[config.mk]
export PLATFORM = sky130hd
export DESIGN_NAME = mem_arbiter
export DESIGN_NICKNAME = d
export VERILOG_FILES = /design/src/rtl/mem_arb_defs.sv /design/src/rtl/mem_arb_pick.sv /design/src/rtl/mem_arbiter.sv
export SDC_FILE = /design/constraint.sdc
export NUM_CORES = 1
export LEC_CHECK = 0
export CELL_PAD_IN_SITES_DETAIL_PLACEMENT = 2
export CELL_PAD_IN_SITES_GLOBAL_PLACEMENT = 2
export CORE_AREA = 2 2 103 105
export DETAILED_ROUTE_END_ITERATION = 16
export DIE_AREA = 0 0 105 107
export DONT_BUFFER_PORTS = 1
export PLACE_DENSITY_LB_ADDON = 0.1
export REMOVE_ABC_BUFFERS = 1
export SETUP_SLACK_MARGIN = 0.1
export SYNTH_ARGS = -nofsm -noshare
export SYNTH_HDL_FRONTEND = slang
export SYNTH_SLANG_ARGS = --single-unit
[constraint.sdc]
create_clock -name clk -period 2.2 [get_ports clk]
set_input_delay 0.44 -clock clk [delete_from_list [all_inputs] [get_ports clk]]
set_output_delay 0.44 -clock clk [all_outputs]
set_load 0.1 [all_outputs]
[src/rtl/mem_arb_defs.sv]
// Shared definitions for the instruction/data memory arbiter: FSM encoding,
// default limits and counter sizing.
package mem_arb_defs;

  typedef enum logic [1:0] {
    IDLE   = 2'd0,
    BUSY_I = 2'd1,
    BUSY_D = 2'd2,
    RESP   = 2'd3
  } arb_state_t;

  localparam int STARVE_MAX_DEF = 4;
  localparam int TIMEOUT_DEF    = 15;

  // Bits needed to hold a counter that reaches n.
  function automatic int cnt_width(input int n);
    return (n < 1) ? 1 : $clog2(n + 1);
  endfunction

endpackage

[src/rtl/mem_arb_pick.sv]
// Winner select for a free memory: data wins unless fetch has waited through
// STARVE_MAX data grants; also yields the starvation count after this grant.
module mem_arb_pick #(
  parameter int STARVE_MAX = 4,
  parameter int W          = 3
) (
  input  logic         if_req,
  input  logic         dm_req,
  input  logic [W-1:0] starve_cnt,
  output logic         grant_i,
  output logic         grant_d,
  output logic [W-1:0] starve_next
);

  logic starved;

  assign starved = (starve_cnt >= W'(STARVE_MAX));

  always_comb begin
    grant_d     = dm_req && !(if_req && starved);
    grant_i     = if_req && !grant_d;
    // A data grant over a waiting fetch can only happen below the limit,
    // so the increment never overflows the saturation point.
    starve_next = (grant_d && if_req) ? starve_cnt + W'(1) : '0;
  end

endmodule

[src/rtl/mem_arbiter.sv]
// Shares one multi-cycle single-port memory between fetch and data ports,
// one latched access at a time, with a done pulse and sticky timeout error.
module mem_arbiter
  import mem_arb_defs::*;
#(
  parameter int STARVE_MAX = STARVE_MAX_DEF,
  parameter int TIMEOUT    = TIMEOUT_DEF
) (
  input  logic        clk,
  input  logic        rst,
  input  logic        if_req,
  input  logic [15:0] if_addr,
  output logic        if_done,
  output logic [15:0] if_rdata,
  output logic        if_stall,
  input  logic        dm_req,
  input  logic        dm_wr,
  input  logic [15:0] dm_addr,
  input  logic [15:0] dm_wdata,
  output logic        dm_done,
  output logic [15:0] dm_rdata,
  output logic        dm_stall,
  output logic        mem_en,
  output logic        mem_wr,
  output logic [15:0] mem_addr,
  output logic [15:0] mem_wdata,
  input  logic [15:0] mem_rdata,
  input  logic        mem_done,
  output logic        err
);

  localparam int SW = cnt_width(STARVE_MAX);
  localparam int TW = cnt_width(TIMEOUT);

  arb_state_t    state_reg, state_next;
  logic [SW-1:0] starve_reg, starve_next;
  logic [TW-1:0] tmo_reg;
  logic [15:0]   addr_reg, wdata_reg, if_rdata_reg, dm_rdata_reg;
  logic          wr_reg, owner_d_reg, err_reg;
  logic          grant_i, grant_d, busy, tmo_hit;

  mem_arb_pick #(
    .STARVE_MAX (STARVE_MAX),
    .W          (SW)
  ) u_pick (
    .if_req      (if_req),
    .dm_req      (dm_req),
    .starve_cnt  (starve_reg),
    .grant_i     (grant_i),
    .grant_d     (grant_d),
    .starve_next (starve_next)
  );

  assign busy    = (state_reg == BUSY_I) || (state_reg == BUSY_D);
  // Fires on the TIMEOUT-th busy cycle; a late mem_done still takes priority.
  assign tmo_hit = busy && !mem_done && (tmo_reg == TW'(TIMEOUT - 1));

  always_ff @(posedge clk or posedge rst) begin
    if (rst) state_reg <= IDLE;
    else     state_reg <= state_next;
  end

  always_comb begin
    state_next = state_reg;
    case (state_reg)
      IDLE: begin
        if (grant_d)      state_next = BUSY_D;
        else if (grant_i) state_next = BUSY_I;
      end
      BUSY_I, BUSY_D: if (mem_done || tmo_hit) state_next = RESP;
      RESP:           state_next = IDLE;
      default:        state_next = IDLE;
    endcase
  end

  always_comb begin
    mem_en    = 1'b0;
    mem_wr    = 1'b0;
    mem_addr  = '0;
    mem_wdata = '0;
    if_done   = 1'b0;
    dm_done   = 1'b0;
    case (state_reg)
      BUSY_I: begin
        mem_en    = 1'b1;
        mem_addr  = addr_reg;
        mem_wdata = wdata_reg;
      end
      BUSY_D: begin
        mem_en    = 1'b1;
        mem_wr    = wr_reg;
        mem_addr  = addr_reg;
        mem_wdata = wdata_reg;
      end
      RESP: begin
        if_done = !owner_d_reg;
        dm_done = owner_d_reg;
      end
      default: ;
    endcase
  end

  always_ff @(posedge clk or posedge rst) begin
    if (rst) begin
      addr_reg     <= '0;
      wdata_reg    <= '0;
      wr_reg       <= 1'b0;
      owner_d_reg  <= 1'b0;
      starve_reg   <= '0;
      tmo_reg      <= '0;
      if_rdata_reg <= '0;
      dm_rdata_reg <= '0;
      err_reg      <= 1'b0;
    end else begin
      case (state_reg)
        IDLE: if (grant_i || grant_d) begin
          addr_reg    <= grant_d ? dm_addr : if_addr;
          wdata_reg   <= grant_d ? dm_wdata : 16'h0000;
          wr_reg      <= grant_d && dm_wr;
          owner_d_reg <= grant_d;
          starve_reg  <= starve_next;
          tmo_reg     <= '0;
        end
        BUSY_I, BUSY_D: begin
          tmo_reg <= tmo_reg + TW'(1);
          if (mem_done) begin
            if (state_reg == BUSY_I) if_rdata_reg <= mem_rdata;
            else if (!wr_reg)        dm_rdata_reg <= mem_rdata;
          end else if (tmo_hit) begin
            err_reg <= 1'b1;
            if (state_reg == BUSY_I) if_rdata_reg <= 16'h0000;
            else                     dm_rdata_reg <= 16'h0000;
          end
        end
        default: ;
      endcase
    end
  end

  assign if_rdata = if_rdata_reg;
  assign dm_rdata = dm_rdata_reg;
  assign err      = err_reg;
  assign if_stall = if_req & ~if_done;
  assign dm_stall = dm_req & ~dm_done;

endmodule

# --- Word level (Yosys, flattened, before mapping) ---
# Index checks and enable logic that the tools add are counted.
totals:
  mem_count: 0
  in_bits: 70
  ff_bits: 76
  output_inout_bits: 71
  ramBits: 0
  wordCells: 75
  latchBits: 0
  rom_bits: 0
classes:
  n_eq_ne: 8
  mul: 0
  order_cmp: 1
  div_mod_pow: 0
  reduce_logical: 24
  n_bitwise: 6
  shift: 0
  n_mux: 24
  addsub: 2
ops:
  columns: ["operator", "count"]
  rows:
  - ["two-way mux 16 bit", 13]
  - ["case mux 4 bit (2 select lines)", 1]
  - ["logical AND 1 bit", 7]
  - ["two-way mux 2 bit", 3]
  - ["case mux 2 bit (3 select lines)", 1]
  - ["AND reduction 2 bit", 3]
  - ["AND reduction 3 bit", 2]
  - ["adder 4 x 1 -> 4 bit, second input constant", 1]
  - ["equality test 2 bit, second input constant", 2]
  - ["equality test 4 bit, second input constant", 1]
  - ["logical NOT 1 bit", 4]
  - ["two-way mux 1 bit", 4]
  - ["two-way mux 4 bit", 1]
  - ["inequality test 2 bit, second input constant", 2]
  - ["NOT 1 bit", 4]
  - ["AND reduction 4 bit", 1]
  - ["nonzero test 2 bit", 2]
  - ["adder 3 x 1 -> 3 bit, second input constant", 1]
  - ["greater-or-equal comparator 3 bit, second input constant", 1]
  - ["logical OR 1 bit", 3]
  - ["two-way mux 3 bit", 1]
  - ["inequality test 3 bit, second input constant", 1]
  - ["AND 1 bit", 2]
  - ["equality test 2 x 1 -> 1 bit, second input constant", 1]
  - ["other kinds (3)", 3]

# --- Depth between registers and ports, before layout ---
# Gate-level depths: netlist of the first run.
logic_depth:
  word_depth: 9
  ltp_mapped: 6
  ltp_nobuf: 5

# --- Hierarchy ---
# A second synthesis of the first run with hierarchy kept.
unflattened:
  hier_cells: 357
  area_unflattened_um2: 3535.9
modules_own_cells:
  columns: ["mod", "cells_per_inst", "instances", "area_per_inst_um2", "seq_area_each_um2"]
  rows:
  - ["mem_arbiter", 349, 1, 3480.8, 1901.8]
  - ["mem_arb_pick", 8, 1, 55.1, 0.0]

# --- Least setup slack after synthesis of the first run ---
# Ideal clock, no wire load.
synth_timing:
  path_kind: "reg-to-output"
  start: "register state_reg[1]"
  end: "output if_stall"
  arrival_ps: 2869
  t_required_ps: 1760
  stages_incl_launch_ff: 4
  slack_ps: -1109
  path_cell_list: "dfrtp_1 -> ha_1 -> nor2b_1 -> nor2b_1"
synth_between:
  elab_chain_len: 4
synth_rtl:
  columns: ["item", "line_no", "text"]
  rows:
  - ["start: declaration", "mem_arbiter.sv:35", "arb_state_t state_reg, state_next;"]
  - ["start signal: assignment", "mem_arbiter.sv:60", "else state_reg <= state_next;"]
  - ["equality test 2 bit", "mem_arbiter.sv:83", "case (state_reg)"]
  - ["two-way mux 1 bit", "mem_arbiter.sv:83", null]
  - ["via if_done", "mem_arbiter.sv:13", "output logic if_done,"]
  - ["NOT 1 bit", "mem_arbiter.sv:143", "assign if_stall = if_req & ~if_done;"]
  - ["AND 1 bit", "mem_arbiter.sv:143", null]
  - ["end: declaration", "mem_arbiter.sv:15", "output logic if_stall,"]
# The timed path passes the listed nets, and every way through them passes these cells.

# --- Worst setup path in the final report of the first run ---
layout_timing:
  start: "register state_reg[1]"
  end: "output mem_wdata[0]"
layout_between:
  elab_chain_len: 3
  elab_cells_between_ends: 4
  classes_between: "2 x eq/ne; 1 x mux; 1 x reduce/logical"
layout_rtl:
  columns: ["item", "line_no", "text"]
  rows:
  - ["equality test 2 x 1 -> 1 bit or equality test 2 bit (tied branches)", "mem_arbiter.sv:83", null]
  - ["OR reduction 2 bit (no line) *", null, null]
  - ["two-way mux 16 bit *", "mem_arbiter.sv:83", null]
  - ["end: declaration", "mem_arbiter.sv:26", "output logic [15:0] mem_wdata,"]
# Mark *: on every way between the ends. The rest lies on a longest branch, timed or not.

==> results.yml, run 1 <==
logic_synthesis:
  yosysUniqueCellTypes: 36
  syn-cell-area_um2: 3351
  yosysSeqAreaShare: 0.5676
  syn_area_per_cell_um2: 12.01
  synth_warnings: 0
  syn_inst: 279
  ys_ff_latch: 76
global_routing:
  grt.total_usage: 0.1860
  antenna_found_initial: 0
  grt-ovfl-total: 0
  grt_first_pass_wirelength_um: 16100
  grt_pass1_vias: 2845
  grt_max_degree: 77
critical_path:
  crit_required_ns: 1.76
  end_kind: "output pin"
  slowest_delay_ns: 0.37
  slowest_stage: "dfrtp_1"
  path_max_fanout: 16
  crit_path_start_kind: "register"
  crit_type: "register to output pin"
  worstPathCellList: "inv_1, ha_4, buf_16, and2_4, buf_12"
  cp.arrival_ns: 1.69
final_layout:
  area_delta_synth_final_pct: 46.86
  fin_nets: 435
  layout-drive-gt1-share: 0.4105
  fin_util: 0.4876
  n_antenna_cell: 0
  fin_cells: 499
routing:
  drt_first_pass_iters: 4
  ant_nets: 0
  routed_via_density: 5.162
  remaining_drc_errors: 0
  wl_um: 10090
  route.vias.total: 2576
  wl_per_cell_um: 20.22
  drtIter0Drc: 63
clock_tree:
  clk_root_buffer_cell: "clkbuf_8"
  hold_buffers: 0
  clock_path_buffers: 2
  worstSkewPairLatency_ns: 0.35
  path_clk_slew_ns: 0.09
  cts_tree: "done"
  cts_made_buffers: 9
  cts_max_level: 3
  cts.sink_count: 76
placed_design:
  io_buffers: 0
  place_congestion: 0.7528
  dp.cells: 477
  hpwlAfterDp_um: 6729
sta:
  fin_crit_ns: 2.130
  hold_viol: 0
  clock_skew_ns: 0.01284
  setup_tns_ns: 0
  max_slew.worst_pin.slew_ns: 0.7333
  setup_viol: 0
  rsz0062_at_grt: "true"
  finalCritPeriodShare: 0.9683
  finalMaxSlewViolations: 0
  slew_headroom: 0.5111
  max_freq_mhz: 469.4
floorplanning:
  die_width_um: 105
  die_area_um2: 11240
  row_count: 37
  start_util: 0.3320
  core_region_area_um2: 10090
  dieHeight_um: 107
  io_pins: 141
min_path:
  hp-class: "input pin to async pin"
flow_run:
  drv_cap: 0
outcome:
  status: "completed"
[path summary, 6_finish.rpt]
kind,depth (start not counted),startpoint,to,slack (ns)
max,5,state_reg[1],mem_wdata[0],0.07
min,2,rst,if_rdata[3],0.04
max reg2reg,5,state_reg[1],if_rdata[6],0.21
min reg2reg,2,addr_reg[8],addr_reg[8],0.49
max in group asynchronous,2,rst,wdata_reg[4],1.82
min in group clk,1,mem_done,err,0.18
[through the flow]
stage	area, um2	hold slack, ns	setup WS [ns]
floorplan	3257	0.4418	-1.109
global placement	4506	0.4510	0.2429
detailed placement	4506	0.4521	0.1884
CTS	4897	0.05460	0.04373
global route	4921	0.03594	0.006743
finish	4921	0.03697	0.06970
[critical path, delay by kind of cell, from the launching register on]
kind	cells	cell delay (ns)
buf+inv	3	0.43
flops	1	0.37
fa+ha+maj	1	0.37
simple gates	1	0.16
[routing by layer]
layer / up-vias / routed length, um / share of wire / global-route usage
li1: 1161 / - / - / -
met1: 1302 / 4016 / 0.40 / 0.2194
met2: 106 / 5110 / 0.51 / 0.3163
met3: 7 / 865 / 0.086 / 0.07416
met4: 0 / 97 / 0.0096 / 0.04857
met5: - / 0 / 0 / 0
[logic make-up after synthesis]
family / count (synthesis) / share of synthesized area
and+or+nand+nor: 71 / 0.1229
adders and majority gates: 7 / 0.02614
muxes: 19 / 0.05750
DFF: 76 / 0.5676
buffers and inverters: 24 / 0.03585
AOI/OAI and AO/OA: 82 / 0.1901
[cell type report]
cell class,instances,area (um2)
Multi-Input combinational cell,179,1451
Sequential cell,76,1902
Clock buffer,9,123.9
Timing Repair Buffer,85,1141
Fill cell,1050,5171
Clock inverter,7,105.1
Tap cell,136,170.2
Inverter,7,27.53
[what timing repair did]
| item | in CTS | in global routing |
|---|---|---|
| resized for setup | 34 | 6 |
| endpoints found under the setup margin | 33 | 51 |
| pin swaps | 6 | 2 |
| setup buffers | 3 | 1 |
| gates cloned | 2 | 0 |
[cell usage in the layout, fill, tap and decap left out, types with 3 or more instances in the layout]
cell type / Yosys / final
a22o_1: 52 / 52
and2_1: 36 / 3
and2_4: 0 / 33
buf_12: 0 / 37
buf_4: 2 / 46
clkbuf_8: 0 / 9
dfrtp_1: 76 / 76
ha_1: 7 / 5
inv_1: 7 / 5
inv_6: 0 / 3
mux2i_1: 17 / 17
nand2_1: 18 / 18
o21ai_0: 13 / 13
o21ai_1: 6 / 5
[synth_stat cells (all sizes together)]
library cell / n / area share
dfrtp: 76 / 0.57
a22o: 52 / 0.14
and2: 36 / 0.067
o21ai: 19 / 0.028
nand2: 18 / 0.020
mux2i: 17 / 0.051
buf: 11 / 0.021
ha: 7 / 0.026
inv: 7 / 0.0078
clkbuf: 6 / 0.0067
nor2b: 3 / 0.0056
a21o: 2 / 0.0045
a31oi: 2 / 0.0037
mux2: 2 / 0.0067
nand2b: 2 / 0.0037
nand3: 2 / 0.0030
nor3: 2 / 0.0045
nor3b: 2 / 0.0060
o22ai: 2 / 0.0037
a211o: 1 / 0.0026
a21boi: 1 / 0.0034
a221o: 1 / 0.0030
and3: 1 / 0.0019
nand3b: 1 / 0.0022
nor2: 1 / 0.0019
nor4: 1 / 0.0019
o2bb2ai: 1 / 0.0026
o31ai: 1 / 0.0022
or2b: 1 / 0.0022
or3b: 1 / 0.0026
Power of run 1 is left out: the tool's default activity adds up to more than one toggle a clock period on the data nets, which glitch-free logic cannot reach.
==> inputs of run 2 (changes only) <==
- PLACE_DENSITY_LB_ADDON: 0.1 -> 0.25
==> run 2 against run 1 <==
Net effect: the run now ends with negative hold slack left; clock skew shrank 0.0042 ns; register-to-register slack gained 0.03 ns; setup slack improved by 0.055 ns; sequential share of layout area rose by 0.20 points; non-clock buffer count increased by 2; sequential cell count did not move; critical path depth unchanged; cell count grew 0.40%; design area shrank 0.51%; first-iteration DRC count decreased by 13%; critical path type unchanged; critical endpoint is now mem_wdata[5]; largest cell class unchanged.
==> results.yml, run 2 (same netlist as run 1, synthesis figures left out) <==
critical_path:
  end_kind: "output pin"
  slowest_delay_ns: 0.38
  crit_path_start_kind: "register"
  worstPathCellList: "inv_2, ha_4, buf_12, and2_4, buf_12"
  path_max_fanout: 15
  crit_path_frequent_cell: "buf_12"
  crit_required_ns: 1.76
  cp.buffers_inverters: 3
  crit_type: "register to output pin"
  slowest_stage: "dfrtp_1"
  cpLargestDelayFamily: "buffers and inverters"
  cp.arrival_ns: 1.63
clock_tree:
  cts_tree: "done"
  cts_made_buffers: 9
  path_clk_slew_ns: 0.08
  worstSkewPairLatency_ns: 0.34
  cts.sink_count: 76
  hold_buffers: 0
  cts_max_level: 3
  clock_path_buffers: 2
  clk_root_buffer_cell: "clkbuf_8"
final_layout:
  layout-drive-gt1-share: 0.4137
  final_common_cell: "dfrtp_1"
  fin_nets: 437
  final_cell_mix: "76 x dfrtp_1, 52 x a22o_1, 47 x buf_4"
  area_delta_synth_final_pct: 46.12
  n_antenna_cell: 0
  final_design_area_no_fill_um2: 4896
sta:
  slew_headroom: 0.5246
  hold_viol: 12
  fin_crit_ns: 2.075
  rsz0062_at_grt: "true"
  max_slew.worst_pin.slew_ns: 0.7131
  finalMaxSlewViolations: 0
  finalCritPeriodShare: 0.9431
  max_freq_mhz: 481.9
  setup_viol: 0
  clock_skew_ns: 0.008616
  whs_ns: -0.005963
routing:
  wl_um: 10420
  drt_first_pass_iters: 4
  route.vias.total: 2604
  remaining_drc_errors: 0
  wl_per_cell_um: 20.79
  ant_nets: 0
  routed_via_density: 5.198
  drtIter0Drc: 55
floorplanning:
  start_util: 0.3320
  core_region_area_um2: 10090
  io_pins: 141
  dieHeight_um: 107
  row_count: 37
  die_area_um2: 11240
  die_width_um: 105
global_routing:
  grt-ovfl-total: 0
  grt_max_degree: 41
  antenna_found_initial: 0
  grt_first_pass_wirelength_um: 16270
  grt.total_usage: 0.1847
  grt_pass1_vias: 2917
placed_design:
  place_congestion: 0.7116
  hpwlAfterDp_um: 7408
  io_buffers: 0
  placedInstanceArea_um2: 4513
outcome:
  violations: "negative hold slack"
  status: "finished with violations"
min_path:
  hp-class: "input pin to async pin"
flow_run:
  drv_cap: 0
[run 2: worst reg2reg max path, cell delays in order, from the launching register on]
cell and delay (ns):
dfrtp_1 0.38, inv_2 0.07, ha_4 0.33, buf_8 0.14
nand2b_1 0.09, a211o_1 0.49, a22o_1 0.35
[run 2: metrics by stage]
stage	setup WS, ns	instances	TNS (ns)	util
after floorplan	-1.109	262	-69.82	-
after global placement	0.2539	478	0	0.4472
after detailed placement	0.1346	478	0	0.4472
after CTS	0.09492	498	0	0.4728
after global routing	0.07082	501	0	0.4851
final	0.1251	501	0	0.4851
[run 2: repair_timing]
action                                  CTS  global route
pin swaps                                 1             4
resized for setup                         9            31
gates cloned                              0             2
endpoints found under the hold margin     0             0
endpoints found under the setup margin   33            34
buffers inserted                          4             1
[run 2: final cells by class]
class	instances	area, um2
clock buffer	10	137.6
clock inverter	6	63.81
fill	1022	5196
inverter	7	27.53
multi-input combinational	179	1450
sequential	76	1902
tap	136	170.2
timing repair buffer	87	1145
[run 2: final timing paths]
path / cells after the start / endpoint / slack [ns] / start
setup / recovery: 5 / mem_wdata[5] / 0.13 / state_reg[1]
max in group asynchronous: 2 / if_rdata[14] / 1.59 / rst
hold reg to reg: 2 / addr_reg[8] / 0.49 / addr_reg[8]
min in group clk: 1 / err / 0.20 / mem_done
setup reg to reg: 6 / dm_rdata[1] / 0.24 / state_reg[1]
hold / removal: 1 / if_rdata[15] / -0.006 / rst
[run 2: layer usage]
layer	track usage	wire length [um]	up-vias
li1	-	-	1162
met1	0.2168	4095	1328
met2	0.3261	5408	104
met3	0.06140	814	10
met4	0.04571	97	0
met5	0	0	-
Power of run 2 is left out for the same reason.
==> inputs of run 3 (changes only) <==
- CORE_AREA: 2 2 103 105 -> 2 2 100 102
- CTS_BUF_LIST: default -> sky130_fd_sc_hd__clkbuf_4 sky130_fd_sc_hd__clkbuf_8
- DIE_AREA: 0 0 105 107 -> 0 0 102 104
==> run 3 against run 2 <==
Net effect: the flow now finishes without violations; clock skew is 0.0028 ns higher; count of clock-buffer cells in the layout is 1 higher; non-clock buffer count is 1 higher; utilization is 2.7 points higher; via count is 0.12% lower; maximum frequency is 0.30% lower; wire length is 0.92% higher; cell count is 0.40% lower; global-route usage is 0.81 points higher.
==> results.yml, run 3 (same netlist as run 1, synthesis figures left out) <==
outcome:
  status: "completed"
routing:
  drt_first_pass_iters: 4
  remaining_drc_errors: 0
  ant_nets: 0
  dr.max_layer_used: "met4"
  wl_um: 10510
  wl_met1_um: 4157
  route.vias.total: 2601
  wl_met3_um: 810
  wl_per_cell_um: 21.06
  routed_via_density: 5.212
  drtIter0Drc: 55
  wl_met2_um: 5419
clock_tree:
  cts_max_level: 3
  worstSkewPairLatency_ns: 0.35
  path_clk_slew_ns: 0.09
  clk_root_buffer_cell: "clkbuf_8"
  clock_path_buffers: 2
  hold_buffers: 0
  cts_tree: "done"
  cts.sink_count: 76
  cts_made_buffers: 9
critical_path:
  slowest_delay_ns: 0.40
  path_max_fanout: 16
  crit_path_start_kind: "register"
  cp.arrival_ns: 1.64
  worstPathCellList: "inv_2, ha_4, buf_12, and2_4, buf_12"
  crit_path_frequent_cell: "buf_12"
  crit_required_ns: 1.76
  end_kind: "output pin"
  slowest_stage: "dfrtp_1"
  reg2reg_slack_ns: 0.21
  crit_type: "register to output pin"
floorplanning:
  die_area_um2: 10610
  dieHeight_um: 104
  core_region_area_um2: 9549
  io_pins: 141
  row_count: 36
  start_util: 0.3509
  die_width_um: 102
min_path:
  hp-class: "input pin to async pin"
global_routing:
  antenna_found_initial: 0
  grt_max_degree: 52
  grt_pass1_vias: 2857
  grt.total_usage: 0.1928
  grt-ovfl-total: 0
  grt_first_pass_wirelength_um: 15750
final_layout:
  fin_nets: 438
  fin_cells: 499
  fin_util: 0.5122
  n_antenna_cell: 0
  final_cell_mix: "76 x dfrtp_1, 52 x a22o_1, 48 x buf_4"
  area_delta_synth_final_pct: 45.97
  layout-drive-gt1-share: 0.4153
  final_common_cell: "dfrtp_1"
placed_design:
  place_ws_ns: 0.1155
  place_congestion: 0.7457
  dp.cells: 475
  io_buffers: 0
  hpwlAfterDp_um: 7332
sta:
  max_freq_mhz: 480.5
  hold_viol: 0
  setup_viol: 0
  clock_skew_ns: 0.01142
  finalMaxSlewViolations: 0
  rsz0062_at_grt: "true"
  whs_ns: 0.03580
  max_slew.worst_pin.slew_ns: 0.6635
  slew_headroom: 0.5572
  setup_slack_ns: 0.1187
  finalCritPeriodShare: 0.9460
  fin_crit_ns: 2.081
flow_run:
  drv_cap: 0
==> run 3: changes by cell type in the layout (fill, tap and decap cells not counted) <==
cell        change
clkinv_2        -1
clkbuf_8        +1
buf_12          +1
clkinvlp_4      +1
buf_4           +1
buf_8           -1
bufinv_16       -1
==> run 3: routing by layer <==
layer / vias up / track usage
li1: 1162 / -
met5: - / 0
met2: 104 / 0.3219
met1: 1325 / 0.2364
met4: 0 / 0.06286
met3: 10 / 0.05712
==> run 3: stage by stage <==
stage          cell area [um2]  setup TNS (ns)
6_report                  4891               0
4_1_cts                   4760               0
5_1_grt                   4891               0
2_1_floorplan             3257          -69.82
3_5_place_dp              4522               0
3_3_place_gp              4522               0
==> run 3: worst paths after layout <==
path,from,end,depth (start not counted)
worst max-delay path,state_reg[0],mem_wdata[6],5
worst min-delay path,rst,wdata_reg[7],1
worst max register to register,state_reg[0],dm_rdata[10],6
worst min register to register,addr_reg[1],addr_reg[1],2
max in group asynchronous,rst,if_rdata[10],2
min in group clk,mem_done,err,1
==> run 3: area by class of cell <==
class	count	area (um2)
Multi-Input combinational cell	179	1450
Tap cell	133	166.4
Sequential cell	76	1902
Fill cell	940	4658
Clock inverter	5	36.28
Inverter	7	27.53
Clock buffer	11	151.4
Timing Repair Buffer	88	1157
==> run 3: critical path: cells and delay by family (launching register included) <==
kind / cells / cell delay, ns
buf+inv: 3 / 0.39
flops: 1 / 0.40
simple gates: 1 / 0.16
fa+ha+maj: 1 / 0.32
==> run 3: what timing repair did <==
action | 4_1_cts | 5_1_grt
resized for setup | 5 | 33
setup buffers | 4 | 2
cloned | 0 | 2
endpoints found under the hold margin | 0 | 0
pin swaps | 1 | 3
setup endpoints to repair | 33 | 34
Power of run 3 is left out for the same reason.
